==> config.mk <==
export PLATFORM = sky130hd
export DESIGN_NAME = xbar_config_loader_flat
export DESIGN_NICKNAME = d
export VERILOG_FILES = /design/src/rtl/xbar_config_loader_pkg.sv /design/src/rtl/xbar_config_loader_if.sv /design/src/rtl/xbar_cfg_checker.sv /design/src/rtl/xbar_config_loader.sv /design/src/flat_wrapper.sv
export SDC_FILE = /design/constraint.sdc
export NUM_CORES = 1
export LEC_CHECK = 0
export BUFFER_PORTS_ARGS = -buffer_cell sky130_fd_sc_hd__clkbuf_2
export CAP_MARGIN = 20
export CORE_MARGIN = 5
export CORE_UTILIZATION = 59
export CTS_CLUSTER_DIAMETER = 50
export DETAILED_ROUTE_END_ITERATION = 7
export GPL_TIMING_DRIVEN = 0
export PLACE_DENSITY = 0.83
export SLEW_MARGIN = 20
export SYNTH_ARGS = -nofsm -noshare
export SYNTH_HDL_FRONTEND = slang
export SYNTH_SLANG_ARGS = --single-unit
==> constraint.sdc <==
create_clock -name clk -period 21.3 [get_ports clk]
set_input_delay 5.325 -clock clk [delete_from_list [all_inputs] [get_ports clk]]
set_output_delay 5.325 -clock clk [all_outputs]
set_load 0.05 [all_outputs]
==> src/rtl/xbar_config_loader_pkg.sv <==
// Shared constants, state encoding and field helper for the crossbar
// configuration loader and its range checker.
package xbar_cfg_pkg;

    localparam int NUM_IN    = 27;
    localparam int NUM_OUT   = 35;
    localparam int SEL_W     = 5;
    localparam int CFG_W     = NUM_OUT * SEL_W;
    localparam int WORD_W    = 8;
    localparam int NUM_WORDS = (CFG_W + WORD_W - 1) / WORD_W;
    localparam int CNT_W     = $clog2(NUM_WORDS + 1);

    typedef enum logic [1:0] {
        S_IDLE   = 2'd0,
        S_LOAD   = 2'd1,
        S_CHECK  = 2'd2,
        S_COMMIT = 2'd3
    } state_e;

    function automatic logic [SEL_W-1:0] cfg_field(input logic [CFG_W-1:0] cfg, input int k);
        return cfg[k*SEL_W +: SEL_W];
    endfunction

endpackage

==> src/rtl/xbar_config_loader_if.sv <==
// Control, byte-stream and configuration signals between the tile
// configuration controller (master) and the loader (slave).
interface xbar_config_loader_if;
    import xbar_cfg_pkg::*;

    logic               start;
    logic               abort;
    logic               cfg_in_valid;
    logic               cfg_in_ready;
    logic [WORD_W-1:0]  cfg_in_bits;
    logic [CFG_W-1:0]   mux_configs;
    logic               busy;
    logic               done;
    logic               error;
    logic [NUM_OUT-1:0] field_illegal;

    modport master (
        output start, abort, cfg_in_valid, cfg_in_bits,
        input  cfg_in_ready, mux_configs, busy, done, error, field_illegal
    );

    modport slave (
        input  start, abort, cfg_in_valid, cfg_in_bits,
        output cfg_in_ready, mux_configs, busy, done, error, field_illegal
    );

endinterface

==> src/rtl/xbar_cfg_checker.sv <==
// Combinational range check of every select field in a packed crossbar
// configuration; flags each field that selects a non-existent input.
module xbar_cfg_checker
    import xbar_cfg_pkg::*;
(
    input  logic [CFG_W-1:0]   cfg,
    output logic [NUM_OUT-1:0] field_illegal,
    output logic               any_illegal
);

    // Compare one bit wider so the bound stays correct even if NUM_IN == 2**SEL_W.
    always_comb begin
        for (int k = 0; k < NUM_OUT; k++) begin
            field_illegal[k] = ({1'b0, cfg_field(cfg, k)} >= (SEL_W + 1)'(NUM_IN));
        end
    end

    assign any_illegal = |field_illegal;

endmodule

==> src/rtl/xbar_config_loader.sv <==
// Assembles a byte stream into a shadow configuration, range-checks it and
// commits it atomically to the registered crossbar select bus.
module xbar_config_loader
    import xbar_cfg_pkg::*;
(
    input  logic               clk,
    input  logic               reset,
    xbar_config_loader_if.slave io
);

    localparam logic [1:0] IDLE   = S_IDLE;
    localparam logic [1:0] LOAD   = S_LOAD;
    localparam logic [1:0] CHECK  = S_CHECK;
    localparam logic [1:0] COMMIT = S_COMMIT;

    localparam logic [CNT_W-1:0] LAST_WORD = CNT_W'(NUM_WORDS - 1);

    logic [1:0]         state;
    logic [CNT_W-1:0]   cnt;
    logic [CFG_W-1:0]   shadow;
    logic [CFG_W-1:0]   shadow_next;
    logic [CFG_W-1:0]   active;
    logic               error_q;
    logic               handshake;
    logic               any_illegal;
    logic [NUM_OUT-1:0] field_illegal;

    xbar_cfg_checker u_checker (
        .cfg           (shadow),
        .field_illegal (field_illegal),
        .any_illegal   (any_illegal)
    );

    assign handshake = io.cfg_in_valid && io.cfg_in_ready;

    // Bits of the last word that fall beyond CFG_W have no destination and drop out here.
    // NOTE: start from the current value so every path assigns shadow_next; no latch is inferred.
    always_comb begin
        shadow_next = shadow;
        for (int b = 0; b < CFG_W; b++) begin
            if (cnt == CNT_W'(b / WORD_W)) begin
                shadow_next[b] = io.cfg_in_bits[b % WORD_W];
            end
        end
    end

    // NOTE: state uses non-blocking assignments so every flop samples pre-edge values.
    // NOTE: shadow and active are plain flops, not a RAM, so they take the async reset too.
    always_ff @(posedge clk or posedge reset) begin
        if (reset) begin
            state   <= IDLE;
            cnt     <= '0;
            shadow  <= '0;
            active  <= '0;
            error_q <= 1'b0;
        end else begin
            case (state)
                IDLE: begin
                    if (io.start) begin
                        state   <= LOAD;
                        cnt     <= '0;
                        shadow  <= '0;
                        error_q <= 1'b0;
                    end
                end
                LOAD: begin
                    // Abort outranks a coincident handshake: the word is dropped.
                    if (io.abort) begin
                        state <= IDLE;
                        cnt   <= '0;
                    end else if (handshake) begin
                        shadow <= shadow_next;
                        if (cnt == LAST_WORD) begin
                            state <= CHECK;
                            cnt   <= '0;
                        end else begin
                            cnt <= cnt + 1'b1;
                        end
                    end
                end
                CHECK: begin
                    if (io.abort) begin
                        state <= IDLE;
                    end else if (any_illegal) begin
                        error_q <= 1'b1;
                        state   <= IDLE;
                    end else begin
                        state <= COMMIT;
                    end
                end
                COMMIT: begin
                    active <= shadow;
                    state  <= IDLE;
                end
                default: state <= IDLE;
            endcase
        end
    end

    assign io.cfg_in_ready  = (state == LOAD);
    assign io.busy          = (state != IDLE);
    assign io.done          = (state == COMMIT);
    assign io.error         = error_q;
    assign io.mux_configs   = active;
    assign io.field_illegal = field_illegal;

endmodule
==> src/flat_wrapper.sv <==
// flat-port wrapper written by rule: the top's interface ports become plain ports
module xbar_config_loader_flat import xbar_cfg_pkg::*;
  (clk, reset, io_start, io_abort, io_cfg_in_valid, io_cfg_in_bits, io_cfg_in_ready, io_mux_configs, io_busy, io_done, io_error, io_field_illegal);
  xbar_config_loader_if io_i ();
  input  logic clk;
  input  logic reset;
  input wire logic [$bits(io_i.start)-1:0] io_start;
  input wire logic [$bits(io_i.abort)-1:0] io_abort;
  input wire logic [$bits(io_i.cfg_in_valid)-1:0] io_cfg_in_valid;
  input wire logic [$bits(io_i.cfg_in_bits)-1:0] io_cfg_in_bits;
  output wire logic [$bits(io_i.cfg_in_ready)-1:0] io_cfg_in_ready;
  output wire logic [$bits(io_i.mux_configs)-1:0] io_mux_configs;
  output wire logic [$bits(io_i.busy)-1:0] io_busy;
  output wire logic [$bits(io_i.done)-1:0] io_done;
  output wire logic [$bits(io_i.error)-1:0] io_error;
  output wire logic [$bits(io_i.field_illegal)-1:0] io_field_illegal;
  assign io_i.start = io_start;
  assign io_i.abort = io_abort;
  assign io_i.cfg_in_valid = io_cfg_in_valid;
  assign io_i.cfg_in_bits = io_cfg_in_bits;
  assign io_cfg_in_ready = io_i.cfg_in_ready;
  assign io_mux_configs = io_i.mux_configs;
  assign io_busy = io_i.busy;
  assign io_done = io_i.done;
  assign io_error = io_i.error;
  assign io_field_illegal = io_i.field_illegal;
  xbar_config_loader u_core (.clk(clk), .reset(reset), .io(io_i));
endmodule
==> results.txt <==
----------------------------------------------------
[Run status]
  Outcome ... completed

[Worst setup path]
  Worst setup path class ... reg -> out
  Data required time of the critical path ... ~16,000 ps
  Signal arrival time at the worst endpoint ... roughly 2500 ps
  Crit end category ... primary output
  Maximum fanout along the worst path ... 10
  Chain of cells forming the critical path ... buf_2 > nand2_1 > inv_2 > clkbuf_1 > clkbuf_2
  Slowest-stage cell, CP ... clkbuf_1
  Top Family by Delay on Critical Path ... buffers and inverters
  Startpoint type of the worst setup path ... flop
  CP peak stage delay ... 480 ps
  Number of buffer and inverter stages on the critical path ... 4

[Logic synthesis]
  Synth Flop Type ... dfrtp_1
  Synth cell types ... 37
  Number of nets in the synthesized netlist ... 1,004
  Post-synthesis async set-or-reset flop share ... 1.00
  Post-synthesis instance area ... 0.0145 mm²
  YS warnings ... 0
  Synthesized flop and latch total ... 358
  Number of instances in the synthesized netlist ... 986
  Share of the synthesized area in the top cell type ... 0.618
  Library cell occupying the most area in the post-synthesis netlist ... dfrtp_1
  Cell types with the largest area share after synthesis ... dfrtp_1 62%, mux2_2 25%, mux2_1 2.3%
  Seq/Total Area, Yosys ... 0.618
  Mean area per synthesized cell ... 14.7 µm²
  EDFF count, synth ... 0

[Die]
  Horizontal extent of the die ... 167 µm
  Die Footprint ... 0.0278 mm²
  Starting Density ... 0.598
  Die height ... roughly 170 µm
  I/O pin count ... 227
  Standard-cell row count ... 57
  Core Region ... between 0.02 and 0.025 mm²

[Global routing]
  Congestion Overflow GR ... 0
  Antenna violations before repair ... 0
  Maximum number of pins on one net before global-route repair ... about 110
  Vias in the first global route ... 9,855
  Global-route wire length before repair ... about 57 mm
  Global-route usage over all layers ... 0.260

[STA]
  Unrepaired setup endpoints after global routing ... false
  Final slew viol count ... 0
  Count of final setup violators ... 0
  Worst slew slack as a fraction of its limit ... 0.401
  Worst-margin pin slew ... between 800 and 900 ps
  Final period demand of the worst path ... 7770 ps
  Fraction of the cycle the final worst path needs ... 0.365
  Number of hold-slack violations in the final timing report ... 0
  Maximum achievable frequency ... around 0.13 GHz
  Worst-case clock skew ... 15.7 ps
  Final setup TNS ... 0 ps

[Clocking]
  Clock-pin slew reported for the worst setup and hold paths after clock tree synthesis ... 60 ps
  Clock latency reported for the late side of the worst-skew pair ... around 520 ps
  Root Driver ... clkbuf_16
  Number of setup buffers added after CTS ... 0
  Hold-fix buffers at CTS ... 0
  Clock buffer depth ... 3
  Number of buffers added by the clock tree synthesis step ... 38
  Deepest level of the CTS H-tree ... 2
  Number of cells upsized or downsized after cts ... 0
  TritonCTS clock tree ... built
  Number of clock sinks ... around 360

[Finish]
  Inserted Diodes ... 0
  Area growth from synthesis to final layout ... 19.9%
  Net count reported at finish ... 1,273
  Fin area ... 0.0174 mm²
  Fraction of layout instances using a drive strength above 1 ... 0.513
  Number of fillers in the final layout ... between 1,500 and 2,000

[Placed design]
  Number of port buffers ... 226
  Placement-stage cell area ... 0.0161 mm²
  Gp weighted congestion ... 0.847
  HPWL after DPL ... 25.0 mm

[Power and ir drop]
  Total power density per cell area ... between 100 and 150 mW/mm²
  Static Leakage ... 0.00885 µW
  VDD IR max ... 0.0699 mV

[Routing]
  Detailed-route wire length per cell ... 22.3 µm
  Routed via count ... 9,144
  Routed via count divided by cell count ... 5.70
  DRC ... 0
  Count of TritonRoute iterations in the first routing pass ... 4
  Count of antenna-violating nets left after detailed routing ... 0
  Number of DRC markers in iteration 0 ... around 540
  Detailed Route WL ... between 30 and 40 mm

[Job]
  Total of max-cap violations ... 0

[Min path]
  Kind of path behind the tightest hold check ... reg -> reg

----------------------------------------------------
## per-stage QoR
step | util | power (µW) | instances | hold WS [ps] | setup slack, ps
global route | 0.717 | 1870 | 1603 | 523 | 13400
finish | 0.717 | 1800 | 1603 | 503 | 13530
floorplan | - | 1050 | 986 | 475 | 6040
detailed placement | 0.665 | 1140 | 1539 | 493 | 14080
CTS | 0.717 | 1810 | 1603 | 507 | 13510
global placement | 0.662 | 1120 | 1536 | 488 | 2650
## state kept, by name (all words and copies together) (netlist names)
name and count:
u_core.io.mux_configs 175, u_core.shadow 175, u_core.cnt 5, u_core.state 2, u_core.io.error 1
## metal layers
metal  global-route usage  wire [µm]  vias up
li1                     -          -     4023
met1                0.354      15000     4772
met2                0.433      17800      285
met3               0.0538       2240       64
met4               0.0711        820        0
met5                    0          0        -
## power by group
part / internal [µW] / switching, µW / leakage [µW]
Clock: 404 / 259 / 0.000629
Sequential: 784 / 90.1 / 0.00484
Combinational: 118 / 143 / 0.00338
Total: 1310 / 493 / 0.00885
## synthesized netlist by cell type (5+ instances only)
cell / instances
nor2_1: 38
and2_1: 9
ha_1: 5
o22ai_1: 8
buf_2: 9
inv_1: 5
nand3_1: 7
mux2_2: 321
nand2_1: 58
a21oi_2: 8
clkbuf_1: 25
mux2_1: 29
buf_1: 9
dfrtp_1: 358
nor2b_1: 6
a21oi_1: 31
o21ai_0: 6
nor4_1: 6
a21oi_4: 20
## cells by family (layout without fill, tap and decap cells)
logic type / Yosys count / count (layout) / share of synthesized area
flip-flops: 358 / 358 / 0.618
multiplexers: 350 / 350 / 0.272
AND/OR/NAND/NOR: 139 / 139 / 0.0430
AO/OA/AOI/OAI: 79 / 79 / 0.0465
buffers and inverters: 54 / 347 / 0.0163
adder cells (fa/ha/maj): 5 / 5 / 0.00431
XOR/XNOR: 1 / 1 / 0.000604
## final timing paths
kind                                       startpoint                          to  slack [ps]  cells after the start
max                                   u_core.state[1]                     io_done       13530                      5
min                        u_core.io.mux_configs[125]  u_core.io.mux_configs[125]         500                      1
max reg2reg                           u_core.state[1]           u_core.shadow[23]       18930                      7
min reg2reg                u_core.io.mux_configs[125]  u_core.io.mux_configs[125]         500                      1
max in group asynchronous                       reset           u_core.shadow[10]       15200                      4
min in group asynchronous                       reset   u_core.io.mux_configs[36]        4820                      2
## layout make-up
| cell class | count | area [µm²] | area share |
|---|---|---|---|
| multi-input cells | 574 | 5310 | 0.305 |
| repair buffers | 229 | 1210 | 0.0698 |
| clock buffers | 50 | 1080 | 0.0619 |
| inverters | 7 | 33.8 | 0.00194 |
| clock inverters | 14 | 189 | 0.0109 |
| plain buffers | 47 | 210 | 0.0121 |
| well taps | 324 | 405 | 0.0233 |
| flip-flops and latches | 358 | 8960 | 0.515 |
## cells in the final DEF, fill, tap and decap left out, types with 20 or more instances in the layout
cell         n
dfrtp_1    358
mux2_2     321
clkbuf_2   226
nand2_1     58
clkbuf_16   39
nor2_1      38
a21oi_1     31
clkbuf_1    30
mux2_1      29
a21oi_4     20
No activity file was read; power rests on OpenSTA's default activity.
